**config.mk**
```make
export PLATFORM = sky130hd
export DESIGN_NAME = rr_arb_mux_flat
export DESIGN_NICKNAME = d
export VERILOG_FILES = /design/src/rtl/rr_arb_mux_if.sv /design/src/rtl/rr_arb_mux.sv /design/src/flat_wrapper.sv
export SDC_FILE = /design/constraint.sdc
export NUM_CORES = 1
export LEC_CHECK = 0
export CAP_MARGIN = 5
export CORE_ASPECT_RATIO = 1.25
export CORE_MARGIN = 4
export CORE_UTILIZATION = 35
export DETAILED_ROUTE_END_ITERATION = 6
export HOLD_SLACK_MARGIN = 0.1
export PLACE_DENSITY = 0.82
export SETUP_SLACK_MARGIN = 0.02
export SLEW_MARGIN = 20
export SYNTH_ARGS = -nofsm -noshare
export SYNTH_HDL_FRONTEND = slang
export SYNTH_SLANG_ARGS = --single-unit
```
**constraint.sdc**
```tcl
create_clock -name clk -period 2.5 [get_ports clk]
set_input_delay 0.25 -clock clk [delete_from_list [all_inputs] [get_ports clk]]
set_output_delay 0.25 -clock clk [all_outputs]
set_load 0.01 [all_outputs]
```
**src/rtl/rr_arb_mux_if.sv**
```systemverilog
// Handshake bundle for rr_arb_mux: N request channels in, one registered word out.
// The arbiter connects through the slave modport; the producer/consumer side uses master.
interface rr_arb_mux_if #(
  parameter int WIDTH = 32,
  parameter int N     = 4,
  parameter int SELW  = (N > 1) ? $clog2(N) : 1
);
  logic [N-1:0]       in_valid;
  logic [N*WIDTH-1:0] in_data;
  logic [N-1:0]       in_ready;
  logic               out_valid;
  logic [WIDTH-1:0]   out_data;
  logic [SELW-1:0]    out_sel;
  logic               out_ready;

  modport slave (
    input  in_valid, in_data, out_ready,
    output in_ready, out_valid, out_data, out_sel
  );

  modport master (
    output in_valid, in_data, out_ready,
    input  in_ready, out_valid, out_data, out_sel
  );
endinterface

```
**src/rtl/rr_arb_mux.sv**
```systemverilog
// N-channel arbitrated multiplexer (round-robin or fixed priority) feeding a single
// valid/ready output register.
module rr_arb_mux #(
  parameter int WIDTH = 32,
  parameter int N     = 4,
  parameter int MODE  = 0
) (
  input logic         clk,
  input logic         rst,
  rr_arb_mux_if.slave bus
);
  localparam int SELW = (N > 1) ? $clog2(N) : 1;

  logic [WIDTH-1:0] ch_data [N];
  logic [N-1:0]     ready_vec;
  logic [WIDTH-1:0] sel_data;

  logic [SELW-1:0]  search_base;
  logic [SELW-1:0]  grant_sel;
  logic             grant_found;
  logic             any_valid;
  logic             load_en;
  logic             accept;

  logic             out_valid_reg, out_valid_next;
  logic [WIDTH-1:0] out_data_reg,  out_data_next;
  logic [SELW-1:0]  out_sel_reg,   out_sel_next;
  logic [SELW-1:0]  ptr_reg,       ptr_next;

  // Index base+k modulo N; N need not be a power of two, so wrap explicitly.
  function automatic logic [SELW-1:0] wrap_idx(input logic [SELW-1:0] base, input int k);
    int s;
    s = int'(base) + k;
    if (s >= N) s = s - N;
    return SELW'(s);
  endfunction

  genvar gi;
  generate
    for (gi = 0; gi < N; gi++) begin : g_chan
      assign ch_data[gi]   = bus.in_data[gi*WIDTH +: WIDTH];
      assign ready_vec[gi] = accept && (grant_sel == SELW'(gi));
    end
  endgenerate

  assign any_valid = |bus.in_valid;
  assign load_en   = !out_valid_reg || bus.out_ready;
  // Reset wins over any handshake, so nothing is offered as accepted during it.
  assign accept    = load_en && any_valid && !rst;

  always_comb begin : grant_search
    search_base = (MODE != 0) ? '0 : ptr_reg;
    grant_sel   = '0;
    grant_found = 1'b0;
    for (int k = 0; k < N; k++) begin
      if (!grant_found && bus.in_valid[wrap_idx(search_base, k)]) begin
        grant_found = 1'b1;
        grant_sel   = wrap_idx(search_base, k);
      end
    end
  end

  always_comb begin : data_mux
    sel_data = '0;
    for (int i = 0; i < N; i++) begin
      if (grant_sel == SELW'(i)) sel_data = ch_data[i];
    end
  end

  always_comb begin : next_state
    out_valid_next = out_valid_reg;
    out_data_next  = out_data_reg;
    out_sel_next   = out_sel_reg;
    ptr_next       = ptr_reg;
    if (accept) begin
      out_valid_next = 1'b1;
      out_data_next  = sel_data;
      out_sel_next   = grant_sel;
      if (MODE == 0) begin
        ptr_next = (grant_sel == SELW'(N - 1)) ? '0 : grant_sel + 1'b1;
      end
    end else if (bus.out_ready) begin
      out_valid_next = 1'b0;
    end
  end

  always_ff @(posedge clk) begin
    if (rst) begin
      out_valid_reg <= 1'b0;
      out_data_reg  <= '0;
      out_sel_reg   <= '0;
      ptr_reg       <= '0;
    end else begin
      out_valid_reg <= out_valid_next;
      out_data_reg  <= out_data_next;
      out_sel_reg   <= out_sel_next;
      ptr_reg       <= ptr_next;
    end
  end

  assign bus.in_ready  = ready_vec;
  assign bus.out_valid = out_valid_reg;
  assign bus.out_data  = out_data_reg;
  assign bus.out_sel   = out_sel_reg;
endmodule

```
**src/flat_wrapper.sv**
```systemverilog
// flat-port wrapper written by rule: the top's interface ports become plain ports
module rr_arb_mux_flat 
#(
  parameter int WIDTH = 32,
  parameter int N     = 4,
  parameter int MODE  = 0
)
  (clk, rst, bus_in_valid, bus_in_data, bus_out_ready, bus_in_ready, bus_out_valid, bus_out_data, bus_out_sel);
  rr_arb_mux_if #(.WIDTH(WIDTH), .N(N)) bus_i ();
  input logic clk;
  input logic rst;
  input wire logic [$bits(bus_i.in_valid)-1:0] bus_in_valid;
  input wire logic [$bits(bus_i.in_data)-1:0] bus_in_data;
  input wire logic [$bits(bus_i.out_ready)-1:0] bus_out_ready;
  output wire logic [$bits(bus_i.in_ready)-1:0] bus_in_ready;
  output wire logic [$bits(bus_i.out_valid)-1:0] bus_out_valid;
  output wire logic [$bits(bus_i.out_data)-1:0] bus_out_data;
  output wire logic [$bits(bus_i.out_sel)-1:0] bus_out_sel;
  assign bus_i.in_valid = bus_in_valid;
  assign bus_i.in_data = bus_in_data;
  assign bus_i.out_ready = bus_out_ready;
  assign bus_in_ready = bus_i.in_ready;
  assign bus_out_valid = bus_i.out_valid;
  assign bus_out_data = bus_i.out_data;
  assign bus_out_sel = bus_i.out_sel;
  rr_arb_mux #(.WIDTH(WIDTH), .N(N), .MODE(MODE)) u_core (.clk(clk), .rst(rst), .bus(bus_i));
endmodule
```
=== Word level (Yosys, flattened, before mapping) ===
Index checks and enable logic that the tools add are counted.

* Flip-flop bits (word level): 37
* Bits of input ports: 135
* Output and inout bits: 39
* Logic and storage cells: 67

* $add $sub $neg: 8
* Order comparisons: 8
* Equal/unequal tests: 3
* Multiplexer cells: 26
* Reduce and logical (&&, ||, !) cells: 18

{| class="wikitable"
|+ Operators by type and width
! cell !! number
|-
| 32-bit 2-to-1 mux || 4
|-
| 2-bit 2-to-1 mux || 9
|-
| 2-bit by 3-bit less-than comparator with 1-bit output (second input constant) || 4
|-
| 3-bit >= comparator (second input constant) || 3
|-
| 1-bit logical AND || 9
|-
| 1-bit 2-to-1 mux || 9
|-
| 1-bit binary-select mux with 2-bit select || 4
|-
| 2-bit by 1-bit subtractor with 2-bit output (second input constant) || 4
|-
| 2-bit by 2-bit adder with 3-bit output (second input constant) || 2
|-
| 1-bit zero test || 5
|-
| 2-bit equality test (second input constant) || 2
|-
| 4-bit OR reduction || 1
|-
| 2-bit by 1-bit adder with 3-bit output (second input constant) || 1
|-
| 2-bit by 3-bit >= comparator with 1-bit output (second input constant) || 1
|-
| 2-bit by 1-bit adder with 2-bit output (second input constant) || 1
|-
| 2-bit by 1-bit equality test with 1-bit output (second input constant) || 1
|-
| 2-bit zero test || 1
|-
| 2-bit nonzero test || 1
|-
| 1-bit logical OR || 1
|}

=== Longest topological paths before layout ===
Gate-level depths: netlist of run 1.

* Depth after elaboration: 19
* Gate-level depth with buffers: 10
* Depth with buffers taken out: 9

=== Worst setup path after synthesis of run 1 ===
No wires, ideal clock.

* Kind: reg-to-reg
* Start point: register u_core.ptr_reg[1]
* End point: register u_core.out_data_reg[26], in the netlist u_core.bus.out_data[26]
* Library setup time: 125 ps
* Data arrival time: 2132 ps
* Required time: 2375 ps
* Slack: 243 ps
* Cell stages (with the launch flop): 11
* Buffers on the path: 2
* Clock period less this slack: 2257 ps
* Path through: dfxtp_1 mux2i_1 nor2_1 a311oi_1 inv_1 ha_1 buf_2 buf_2 a221oi_1 a211o_1 a31oi_1

* Cells in the longest elaborated chain, start to end: 19
* Elaborated cells on any way between the ends: 44
* Classes of those cells: add/sub (7); order compare (4); eq/ne (3); mux (23); reduce/logical (7)

{| class="wikitable"
|+ Ends and longest elaborated chain
! item !! line !! text
|-
| start, declared || rr_arb_mux.sv:28 || <nowiki>logic [SELW-1:0] ptr_reg, ptr_next;</nowiki>
|-
| start signal, assigned || rr_arb_mux.sv:97 || <nowiki>ptr_reg <= ptr_next;</nowiki>
|-
| parallel branches: the longest is 13 deep, another holds 2-bit by 1-bit adder with 3-bit output || - ||
|-
| 2-bit 2-to-1 mux * || rr_arb_mux.sv:56 || <nowiki>if (!grant_found && bus.in_valid[wrap_idx(search_base, k)]) begin</nowiki>
|-
| net u_core.grant_sel[0] || rr_arb_mux.sv:19 || <nowiki>logic [SELW-1:0] grant_sel;</nowiki>
|-
| 2-bit zero test || rr_arb_mux.sv:66 || <nowiki>if (grant_sel == SELW'(i)) sel_data = ch_data[i];</nowiki>
|-
| 32-bit 2-to-1 mux (3 in series) || rr_arb_mux.sv:66 ||
|-
| 32-bit 2-to-1 mux * || rr_arb_mux.sv:66 ||
|-
| end signal, assigned || rr_arb_mux.sv:95 || <nowiki>out_data_reg <= out_data_next;</nowiki>
|-
| end, declared || rr_arb_mux.sv:26 || <nowiki>logic [WIDTH-1:0] out_data_reg, out_data_next;</nowiki>
|}

Mark *: on every way through the listed nets, which the timed path passes. The select of a mux whose other input is x is not followed.
A chain may end at the register's enable or synchronous reset.

=== Worst setup path in the final report of run 1 ===
* Start point: input port bus_in_valid[0]
* End point: output port bus_in_ready[2]

* Cells in the longest elaborated chain, start to end: 14
* Elaborated cells on any way between the ends: 26
* Classes of those cells: eq/ne (1); mux (15); reduce/logical (10)

{| class="wikitable"
|+ Ends and longest elaborated chain
! item !! line !! text
|-
| start, declared || flat_wrapper.sv:12 || <nowiki>input wire logic [$bits(bus_i.in_valid)-1:0] bus_in_valid;</nowiki>
|-
| 1-bit binary-select mux with 2-bit select || rr_arb_mux.sv:56 ||
|-
| 1-bit 2-to-1 mux (implied by the code) || rr_arb_mux.sv:56 ||
|-
| 1-bit 2-to-1 mux || rr_arb_mux.sv:56 ||
|-
| 1-bit zero test || rr_arb_mux.sv:56 ||
|-
| 1-bit logical AND || rr_arb_mux.sv:56 ||
|-
| 1-bit 2-to-1 mux || rr_arb_mux.sv:56 ||
|-
| 1-bit zero test || rr_arb_mux.sv:56 ||
|-
| 1-bit logical AND || rr_arb_mux.sv:56 ||
|-
| 1-bit 2-to-1 mux || rr_arb_mux.sv:56 ||
|-
| 1-bit zero test || rr_arb_mux.sv:56 ||
|-
| 1-bit logical AND || rr_arb_mux.sv:56 ||
|-
| 2-bit 2-to-1 mux * || rr_arb_mux.sv:56 ||
|-
| net u_core.grant_sel[0] || rr_arb_mux.sv:19 ||
|-
| 2-bit equality test * || rr_arb_mux.sv:42 || <nowiki>assign ready_vec[gi] = accept && (grant_sel == SELW'(gi));</nowiki>
|-
| 1-bit logical AND * || rr_arb_mux.sv:42 ||
|-
| end, declared || flat_wrapper.sv:15 || <nowiki>output wire logic [$bits(bus_i.in_ready)-1:0] bus_in_ready;</nowiki>
|}

Mark *: on every way through the listed nets, which the timed path passes. The rest lies on a longest branch. The select of a mux whose other input is x is not followed.

==> results of run 1 <==
[layer usage]
layer	vias up	wire, um	GRT usage (%)
met5	-	0	0
met1	1445	3570	23.6
met2	119	5070	42.0
met3	10	802	4.94
li1	1462	-	-
met4	0	167	6.76
[power groups by stage]
stage	clock, mW	sequential (mW)	combinational [mW]
finish	0.420	0.757	1.26
global route	0.453	0.768	1.36
CTS	0.430	0.755	1.20
detailed placement	0	0.767	1.18
global placement	0	0.762	1.15
floorplan	0	0.808	0.579
[cell families (layout without fill, tap and decap cells)]
kind of cell / count (synthesis) / count (layout)
buffers and inverters: 69 / 242
AOI/OAI and AO/OA: 140 / 140
adders and majority gates: 4 / 4
DFF: 37 / 37
and+or+nand+nor: 48 / 49
muxes: 2 / 2
[final timing paths]
path	startpoint	endpoint	slack (ns)	depth (start not counted)
worst max-delay path	bus_in_valid[0]	bus_in_ready[2]	0.13	10
worst min-delay path	u_core.bus.out_data[19]	u_core.bus.out_data[19]	0.51	2
worst max register to register	u_core.ptr_reg[1]	u_core.bus.out_data[4]	0.20	10
worst min register to register	u_core.bus.out_data[19]	u_core.bus.out_data[19]	0.51	2
[critical path, cell delays in order]
cell and delay, ns:
clkdlybuf4s50_1 0.46, mux2i_1 0.15, nor2_1 0.05, a311oi_1 0.23, buf_4 0.17, inv_1 0.06, buf_4 0.13, ha_2 0.19
and2_1 0.14, dlygate4sd2_1 0.28
[area by class of cell]
class                           count  area, um^2  area share (%)
Clock buffer                        7        86.3            1.98
Inverter                           37         139            3.18
Multi-Input combinational cell    195        1350            30.8
Sequential cell                    37         744            17.0
Tap cell                           87         109            2.49
Timing Repair Buffer              198        1950            44.5
[synth_stat cells (all sizes together) (2+ instances only)]
cell type | number | area (um^2)
a21oi | 40 | 200
dfxtp | 37 | 741
inv | 36 | 135
nand2 | 35 | 131
a211o | 31 | 272
a221oi | 31 | 272
a31oi | 31 | 194
buf | 21 | 146
clkbuf | 11 | 41.3
and2 | 4 | 25.0
ha | 4 | 50.1
nor2b | 3 | 26.3
mux2i | 2 | 20.0
nor2 | 2 | 7.51
o21ai | 2 | 10.0
[repair_timing]
action	CTS	global route
cloned	1	0
endpoints found under the setup margin	35	34
gates resized for setup	4	8
hold endpoints to repair	0	0
buffers inserted	0	5
[per-stage QoR]
step | hold slack [ns] | cells
global placement | 0.457 | 548
global route | 0.532 | 561
finish | 0.510 | 561
detailed placement | 0.470 | 548
CTS | 0.483 | 556
floorplan | 0.322 | 300
==> reports/results.tsv, run 1 <==
metric	value	unit
tightest_slew	0.647	ns
p_per_area	557	nW/um^2
seq_power_share	31.1	%
max_freq	0.422	GHz
tns	0	ns
worstSetupStartpointType	input port	
layout_commonest_cell	clkdlybuf4s50_1	
wl_per_cell	17.1	um
yosys.area_share.adder	2.12	%
drtAntennaViolNets	0	
grt_first_pass_wirelength	14000	um
power_leakage	1.81	nW
worst-setup-path-type	input port to output port	
grt_overflow	0	
cts_tree	built	
design_area	4370	um^2
yosys.area_share.simple	9.97	%
p_total	2.44	mW
die_w	81.4	um
seq_area_frac_synth	31.4	%
yosys_warnings	0	
ys.flop_type	dfxtp_1	
end_kind	output port	
fillers	576	
timing.critical_path.required	2.25	ns
final_util	66.6	%
largest_reg_flops	32	
syn-num-nets	439	
avgSynthCellArea	7.87	um^2
hold_viol_final	0	
antenna_cells	0	
syn_area	2360	um^2
synth_top_family_by_area	compound AO/OA/AOI/OAI gates	
first_pass_iters	6	
fin_ws	0.130	ns
swShare	32.9	%
io_buffers	173	
slew_headroom	56.9	%
viasPerCell	5.41	
ctsHtreeMaxLevel	2	
p_comb_share	51.7	%
layout-drive-gt1-share	8.86	%
cts_buffers	5	
rows	33	
clock_power_share	17.2	%
layout_common_cells	clkdlybuf4s50_1 (169), a21oi_1 (40), inv_1 (36), dfxtp_1 (36), nand2_1 (35)	
vdd_drop_max	0.000343	V
final_nets	613	
ys_ff_latch	37	
place_congestion	0.827	
synth-xor-area-share	0	%
period_share	94.8	%
dpl_cell_area	4170	um^2
grtUsageTotal	22.2	%
grt_start_max_net_pins	69	
fin_crit	2.37	ns
switching_power	802	uW
p_int	1.63	mW
status	finished clean	
clk_latency	0.28	ns
path_clk_slew	0.07	ns
area_delta_synth_final	85.2	%
slew_viol_final	0	
cts.sinks	37	
die_area	8130	um^2
drtIter0Drc	134	
min_path_type	flip-flop to flip-flop	
dieHeight	99.8	um
pre_cts_ws	-0.472	ns
place.detailed.hpwl	6860	um
first_global_vias	2939	
io_pins	174	
cts_buffer_depth	2	
cp_max_fo	4	
core	6570	um^2
setup_violations	0	
maxCapViolations	0	
vias	3036	
start_util	35.9	%
cts-root-buf	clkbuf_8	
arrival	2.12	ns
synth_compound_area_share	41.8	%
rsz0062_at_grt	no	
drc	0	
synth_mux_area_share	0.848	%
synth.distinct_cells	29	
ctsHoldBuffers	0	
routed_wirelength	9600	um
clock_skew	0.00360	ns
ys_async_sr_fraction	0	%
synthCells	300	
antenna_found_initial	0	
synth_edf_count	0	
(Power assumes the default switching activity.)
==> run 2, diff against run 1 <==
--- a/config.mk
+++ b/config.mk
@@ -8,10 +8,10 @@
 export CAP_MARGIN = 5
 export CORE_ASPECT_RATIO = 1.25
 export CORE_MARGIN = 4
-export CORE_UTILIZATION = 35
+export CORE_UTILIZATION = 37
 export DETAILED_ROUTE_END_ITERATION = 6
 export HOLD_SLACK_MARGIN = 0.1
-export PLACE_DENSITY = 0.82
+export PLACE_DENSITY = 0.86
 export SETUP_SLACK_MARGIN = 0.02
 export SLEW_MARGIN = 20
 export SYNTH_ARGS = -nofsm -noshare
==> constraint.sdc (replaced) <==
create_clock -name clk -period 2.88 [get_ports clk]
set_input_delay 0.288 -clock clk [delete_from_list [all_inputs] [get_ports clk]]
set_output_delay 0.288 -clock clk [all_outputs]
set_load 0.01 [all_outputs]
==> run 2 against run 1 <==
Effect of this change:
- via count decreased by 3.5%
- setup slack improved by 0.025 ns
- register-to-register slack improved by 0.16 ns
- critical endpoint is now bus_in_ready[0]
- largest cell class unchanged
- largest power group unchanged
==> reports/results.tsv, run 2 (synthesis results as in run 1) <==
metric	value	unit	change
grt_start_max_net_pins	65		-5.8%
start_util	38.3	%	+2.3 points
clk_latency	0.28	ns	about the same
design_area	4200	um^2	-3.8%
io_buffers	173		unchanged
rsz0062_at_grt	no		
largest_reg_flops	32		unchanged
vdd_drop_max	0.000338	V	-1.6%
power_leakage	1.68	nW	-7.2%
end_kind	output port		
layout-drive-gt1-share	4.78	%	-4.1 points
area_delta_synth_final	78.1	%	
layout_commonest_cell	clkdlybuf4s50_1		
io_pins	174		unchanged
path_clk_slew	0.07	ns	about the same
startpoint	bus_in_valid[0]		
r2r_slack	0.36	ns	+0.16 ns
cts_tree	built		
slew_headroom	58.0	%	+1.1 points
dieHeight	97.3	um	-2.5%
antenna_found_initial	0		unchanged
timing.critical_path.required	2.59	ns	+0.34 ns
cts_buffer_depth	2		unchanged
drc	0		unchanged
setup_violations	0		unchanged
status	finished clean		
worstHoldStart	u_core.bus.out_sel[1]		
core	6170	um^2	-6.1%
r2r-end	u_core.bus.out_data[4]		
hold_viol_final	0		unchanged
clock_skew	0.00557	ns	+0.00196 ns
rr_startpoint	u_core.ptr_reg[1]		
place_congestion	0.847		+2.4%
period_share	94.6	%	
min_path_type	flip-flop to flip-flop		
grt_first_pass_wirelength	13600	um	-3.2%
cts-root-buf	clkbuf_8		
ctsHoldBuffers	0		unchanged
layout_common_cells	clkdlybuf4s50_1 (173), a21oi_1 (40), dfxtp_1 (37)		
ctsHtreeMaxLevel	2		unchanged
fin_crit	2.72	ns	
final_nets	598		-2.4%
slew_viol_final	0		unchanged
place.detailed.hpwl	6670	um	-2.7%
cts.sinks	37		unchanged
fin_ws	0.156	ns	+0.0255 ns
cp_max_fo	5		+1
cts_buffers	5		unchanged
die_area	7730	um^2	-4.9%
dpl_cell_area	4100	um^2	-1.9%
viasPerCell	5.37		-0.69%
max_freq	0.367	GHz	
grt_overflow	0		unchanged
drtIter0Drc	151		+13%
pre_cts_ws	-0.244	ns	+0.228 ns
worstSetupStartpointType	input port		
antenna_cells	0		unchanged
die_w	79.4	um	-2.5%
tightest_slew	0.630	ns	-0.0169 ns
first_global_vias	2896		-1.5%
grtUsageTotal	21.6	%	-0.53 points
p_per_area	479	nW/um^2	-14%
r2r_cells	8		-2
rows	32		-3.0%
worst-setup-path-type	input port to output port		
arrival	2.44	ns	+0.32 ns
routed_wirelength	9030	um	-6.0%
vias	2929		-3.5%
drtAntennaViolNets	0		unchanged
maxCapViolations	0		unchanged
critical_path.endpoint	bus_in_ready[0]		
first_pass_iters	5		-1
wl_per_cell	16.6	um	-3.2%
run 2: through the flow:
| stage | cells | utilization [%] | power (mW) | hold WS (ns) | setup TNS [ns] |
|---|---|---|---|---|---|
| after floorplan | 300 | - | 1.20 | 0.360 | 0 |
| after global placement | 536 | 66.4 | 1.63 | 0.461 | -0.517 |
| after detailed placement | 536 | 66.4 | 1.66 | 0.473 | -4.68 |
| after CTS | 544 | 67.7 | 2.01 | 0.491 | 0 |
| after global routing | 545 | 68.2 | 2.14 | 0.516 | 0 |
| final | 545 | 68.2 | 2.01 | 0.492 | 0 |
run 2: critical path, stage by stage:
cell             delay [ns]
clkdlybuf4s50_1        0.51
mux2i_1                0.17
nor2_1                 0.05
a311oi_1               0.26
buf_4                  0.20
inv_1                  0.07
ha_1                   0.26
and2_1                 0.16
clkdlybuf4s50_1        0.48
run 2: per-layer routing:
metal	GRT usage (%)	part of all wire, %
met4	7.28	2.6
met5	0	0
met2	38.8	52
met1	24.2	38
met3	5.57	7.8
run 2: what timing repair did:
item                                    in CTS  in global routing
buffers inserted                             0                  0
endpoints found under the setup margin       0                 29
hold endpoints to repair                     0                  0
gates resized for setup                      0                  3
run 2: how the worst min path moves through the flow:
stage / end / slack [ns] / cells after the start
6_report: u_core.bus.out_sel[1] / 0.49 / 2
5_1_grt: u_core.bus.out_sel[1] / 0.52 / 2
4_1_cts: u_core.bus.out_sel[1] / 0.49 / 2
3_5_place_dp: u_core.bus.out_sel[1] / 0.47 / 2
3_3_place_gp: u_core.bus.out_sel[1] / 0.46 / 2
2_1_floorplan: u_core.bus.out_valid / 0.36 / 1
run 2: cell type report:
type	count	area, um^2
Fill cell	520	1960
Timing Repair Buffer	183	1810
Multi-Input combinational cell	195	1330
Sequential cell	37	741
Inverter	37	139
Tap cell	85	106
Clock buffer	8	80.1
run 2: where the power goes:
group	total, mW	switching (mW)	internal, mW
combinational	1.02	0.449	0.566
sequential	0.653	0.0494	0.604
clock	0.346	0.174	0.172
total	2.01	0.673	1.34
==> run 3, diff against run 2 <==
--- a/config.mk
+++ b/config.mk
@@ -9,7 +9,9 @@
 export CORE_ASPECT_RATIO = 1.25
 export CORE_MARGIN = 4
 export CORE_UTILIZATION = 37
+export CTS_CLUSTER_SIZE = 16
 export DETAILED_ROUTE_END_ITERATION = 6
+export GPL_TIMING_DRIVEN = 0
 export HOLD_SLACK_MARGIN = 0.1
 export PLACE_DENSITY = 0.86
 export SETUP_SLACK_MARGIN = 0.02
==> run 3 against run 2 <==
Effect of this change:
- design area increased by 4.6%
- non-clock buffer count up 29
- combinational power is 7% higher
- hold slack lost 0.0032 ns
- die area did not move
- via count increased by 2.9%
==> reports/results.tsv, run 3 (synthesis results as in run 1) <==
metric	value	unit	change
first_pass_iters	4		-1
rsz0062_at_grt	yes		
antenna_cells	0		unchanged
cp_max_fo	19		+14
grt_overflow	0		unchanged
min_path_type	flip-flop to flip-flop		
viasPerCell	5.26		-2.2%
seq_power_share	30.5	%	-1.9 points
vias	3013		+2.9%
area_delta_synth_final	86.2	%	
fillers	524		+0.77%
rows	32		unchanged
cts_tree	built		
grt_most_used_layer	met2		
die_w	79.4	um	unchanged
cts.sinks	37		unchanged
ctsHoldBuffers	0		unchanged
fin_cells	573		+5.1%
setup_violations	0		unchanged
first_global_vias	3115		+7.6%
largest_reg_flops	32		unchanged
dieHeight	97.3	um	unchanged
pre_cts_ws	-0.664	ns	-0.419 ns
die_area	7730	um^2	unchanged
arrival	2.45	ns	about the same
swShare	33.0	%	-0.44 points
switching_power	707	uW	+5.1%
wl_per_cell	16.9	um	+2.2%
met2_usage	46.0	%	+7.2 points
post-place-cells	558		+4.1%
grtUsageTotal	24.5	%	+2.9 points
p_per_area	488	nW/um^2	+1.9%
fin_ws	0.146	ns	-0.00996 ns
path_clk_slew	0.08	ns	about the same
grt_start_max_net_pins	20		-69%
maxCapViolations	0		unchanged
cts-root-buf	clkbuf_8		
io_pins	174		unchanged
antenna_found_initial	0		unchanged
layout-drive-gt1-share	8.81	%	+4.0 points
drtIter0Drc	192		+27%
holdWs	0.489	ns	-0.00324 ns
place_congestion	0.784		-7.5%
layout_common_cells	clkdlybuf4s50_1 (172), a21oi_1 (40), inv_1 (36), dfxtp_1 (36), nand2_1 (35)		
final_util	71.3	%	+3.1 points
vdd_drop_max	0.000292	V	-13%
routed_wirelength	9710	um	+7.5%
tightest_slew	0.529	ns	-0.101 ns
p_comb_share	50.8	%	+0.4 points
p_int	1.44	mW	+7.2%
end_kind	output port		
seq_area	742	um^2	+0.17%
place.detailed.hpwl	7520	um	+13%
timing.critical_path.required	2.59	ns	about the same
slew_headroom	64.7	%	+6.7 points
grt_first_pass_wirelength	15000	um	+10%
cts_buffers	5		unchanged
start_util	38.3	%	unchanged
final_nets	626		+4.7%
clk_latency	0.28	ns	about the same
met3_usage	6.22	%	+0.65 points
clock_skew	0.00538	ns	-0.000187 ns
ctsHtreeMaxLevel	2		unchanged
fin_crit	2.73	ns	+0.00996 ns
drc	0		unchanged
hold_viol_final	0		unchanged
period_share	94.9	%	+0.35 points
status	finished clean		
worstSetupStartpointType	input port		
max_freq	0.366	GHz	-0.36%
io_buffers	173		unchanged
drtAntennaViolNets	0		unchanged
clock_power_share	18.7	%	+1.5 points
power_leakage	1.82	nW	+8.1%
use_met1	26.0	%	+1.8 points
multi_input_area	1310	um^2	-1.9%
layout_commonest_cell	clkdlybuf4s50_1		
worst-setup-path-type	input port to output port		
slew_viol_final	0		unchanged
core	6170	um^2	unchanged
cts_buffer_depth	2		unchanged
## run 3: cell count changes in the layout (fill, tap and decap cells not counted), moves of 3 or more
cell | previous run | this run
ha_1 | 1 | 4
buf_6 | 0 | 5
buf_2 | 0 | 9
clkbuf_1 | 3 | 10
## run 3: layer usage
metal	up-vias	part of all wire, %	wire length [um]
met4	0	2.2	210
met5	-	0	0
li1	1485	-	-
met2	122	53	5170
met1	1388	38	3660
met3	18	6.9	666
## run 3: final cells by class
class / count / share of cell area [%]
sequential: 37 / 16.9
inverter: 37 / 3.16
clock buffer: 7 / 2.19
timing repair buffer: 183 / 41.2
tap: 85 / 2.42
buffer: 29 / 4.36
multi-input combinational: 194 / 29.7
clock inverter: 1 / 0.114
## run 3: metrics by stage
step                      TNS [ns]  area, um^2  total power, mW
after floorplan                  0        2360             1.20
after global placement       -3.59        4200             1.69
after detailed placement     -6.18        4200             1.71
after CTS                        0        4300             2.12
after global routing             0        4390             2.28
final                            0        4390             2.15
## run 3: final timing paths
| kind | startpoint | endpoint | slack (ns) | cells past startpoint |
|---|---|---|---|---|
| worst max register to register | u_core.ptr_reg[1] | u_core.bus.out_data[31] | 0.41 | 11 |
| worst min register to register | u_core.bus.out_sel[1] | u_core.bus.out_sel[1] | 0.49 | 2 |
| worst min-delay path | u_core.bus.out_sel[1] | u_core.bus.out_sel[1] | 0.49 | 2 |
| worst max-delay path | bus_in_valid[2] | bus_in_ready[2] | 0.15 | 9 |
## run 3: power by group through the flow
stage / registers, mW / logic [mW] / clock network [mW]
2_1_floorplan: 0.701 / 0.502 / 0
6_report: 0.655 / 1.09 / 0.401
4_1_cts: 0.652 / 1.06 / 0.414
3_5_place_dp: 0.663 / 1.05 / 0
3_3_place_gp: 0.658 / 1.03 / 0
5_1_grt: 0.664 / 1.18 / 0.434
## run 3: timing repair
| action | 4_1_cts | 5_1_grt |
|---|---|---|
| endpoints found under the setup margin | 4 | 3 |
| pin swaps | 1 | 0 |
| resized for setup | 2 | 7 |
| buffers inserted | 1 | 9 |
| hold endpoints to repair | 0 | 0 |
## run 3: critical path: stages
cell,delay (ns)
clkdlybuf4s50_1,0.49
nand2b_1,0.11
a21oi_1,0.08
a311oi_2,0.28
inv_1,0.10
ha_1,0.21
clkbuf_4,0.23
and2_1,0.17
clkdlybuf4s50_1,0.47
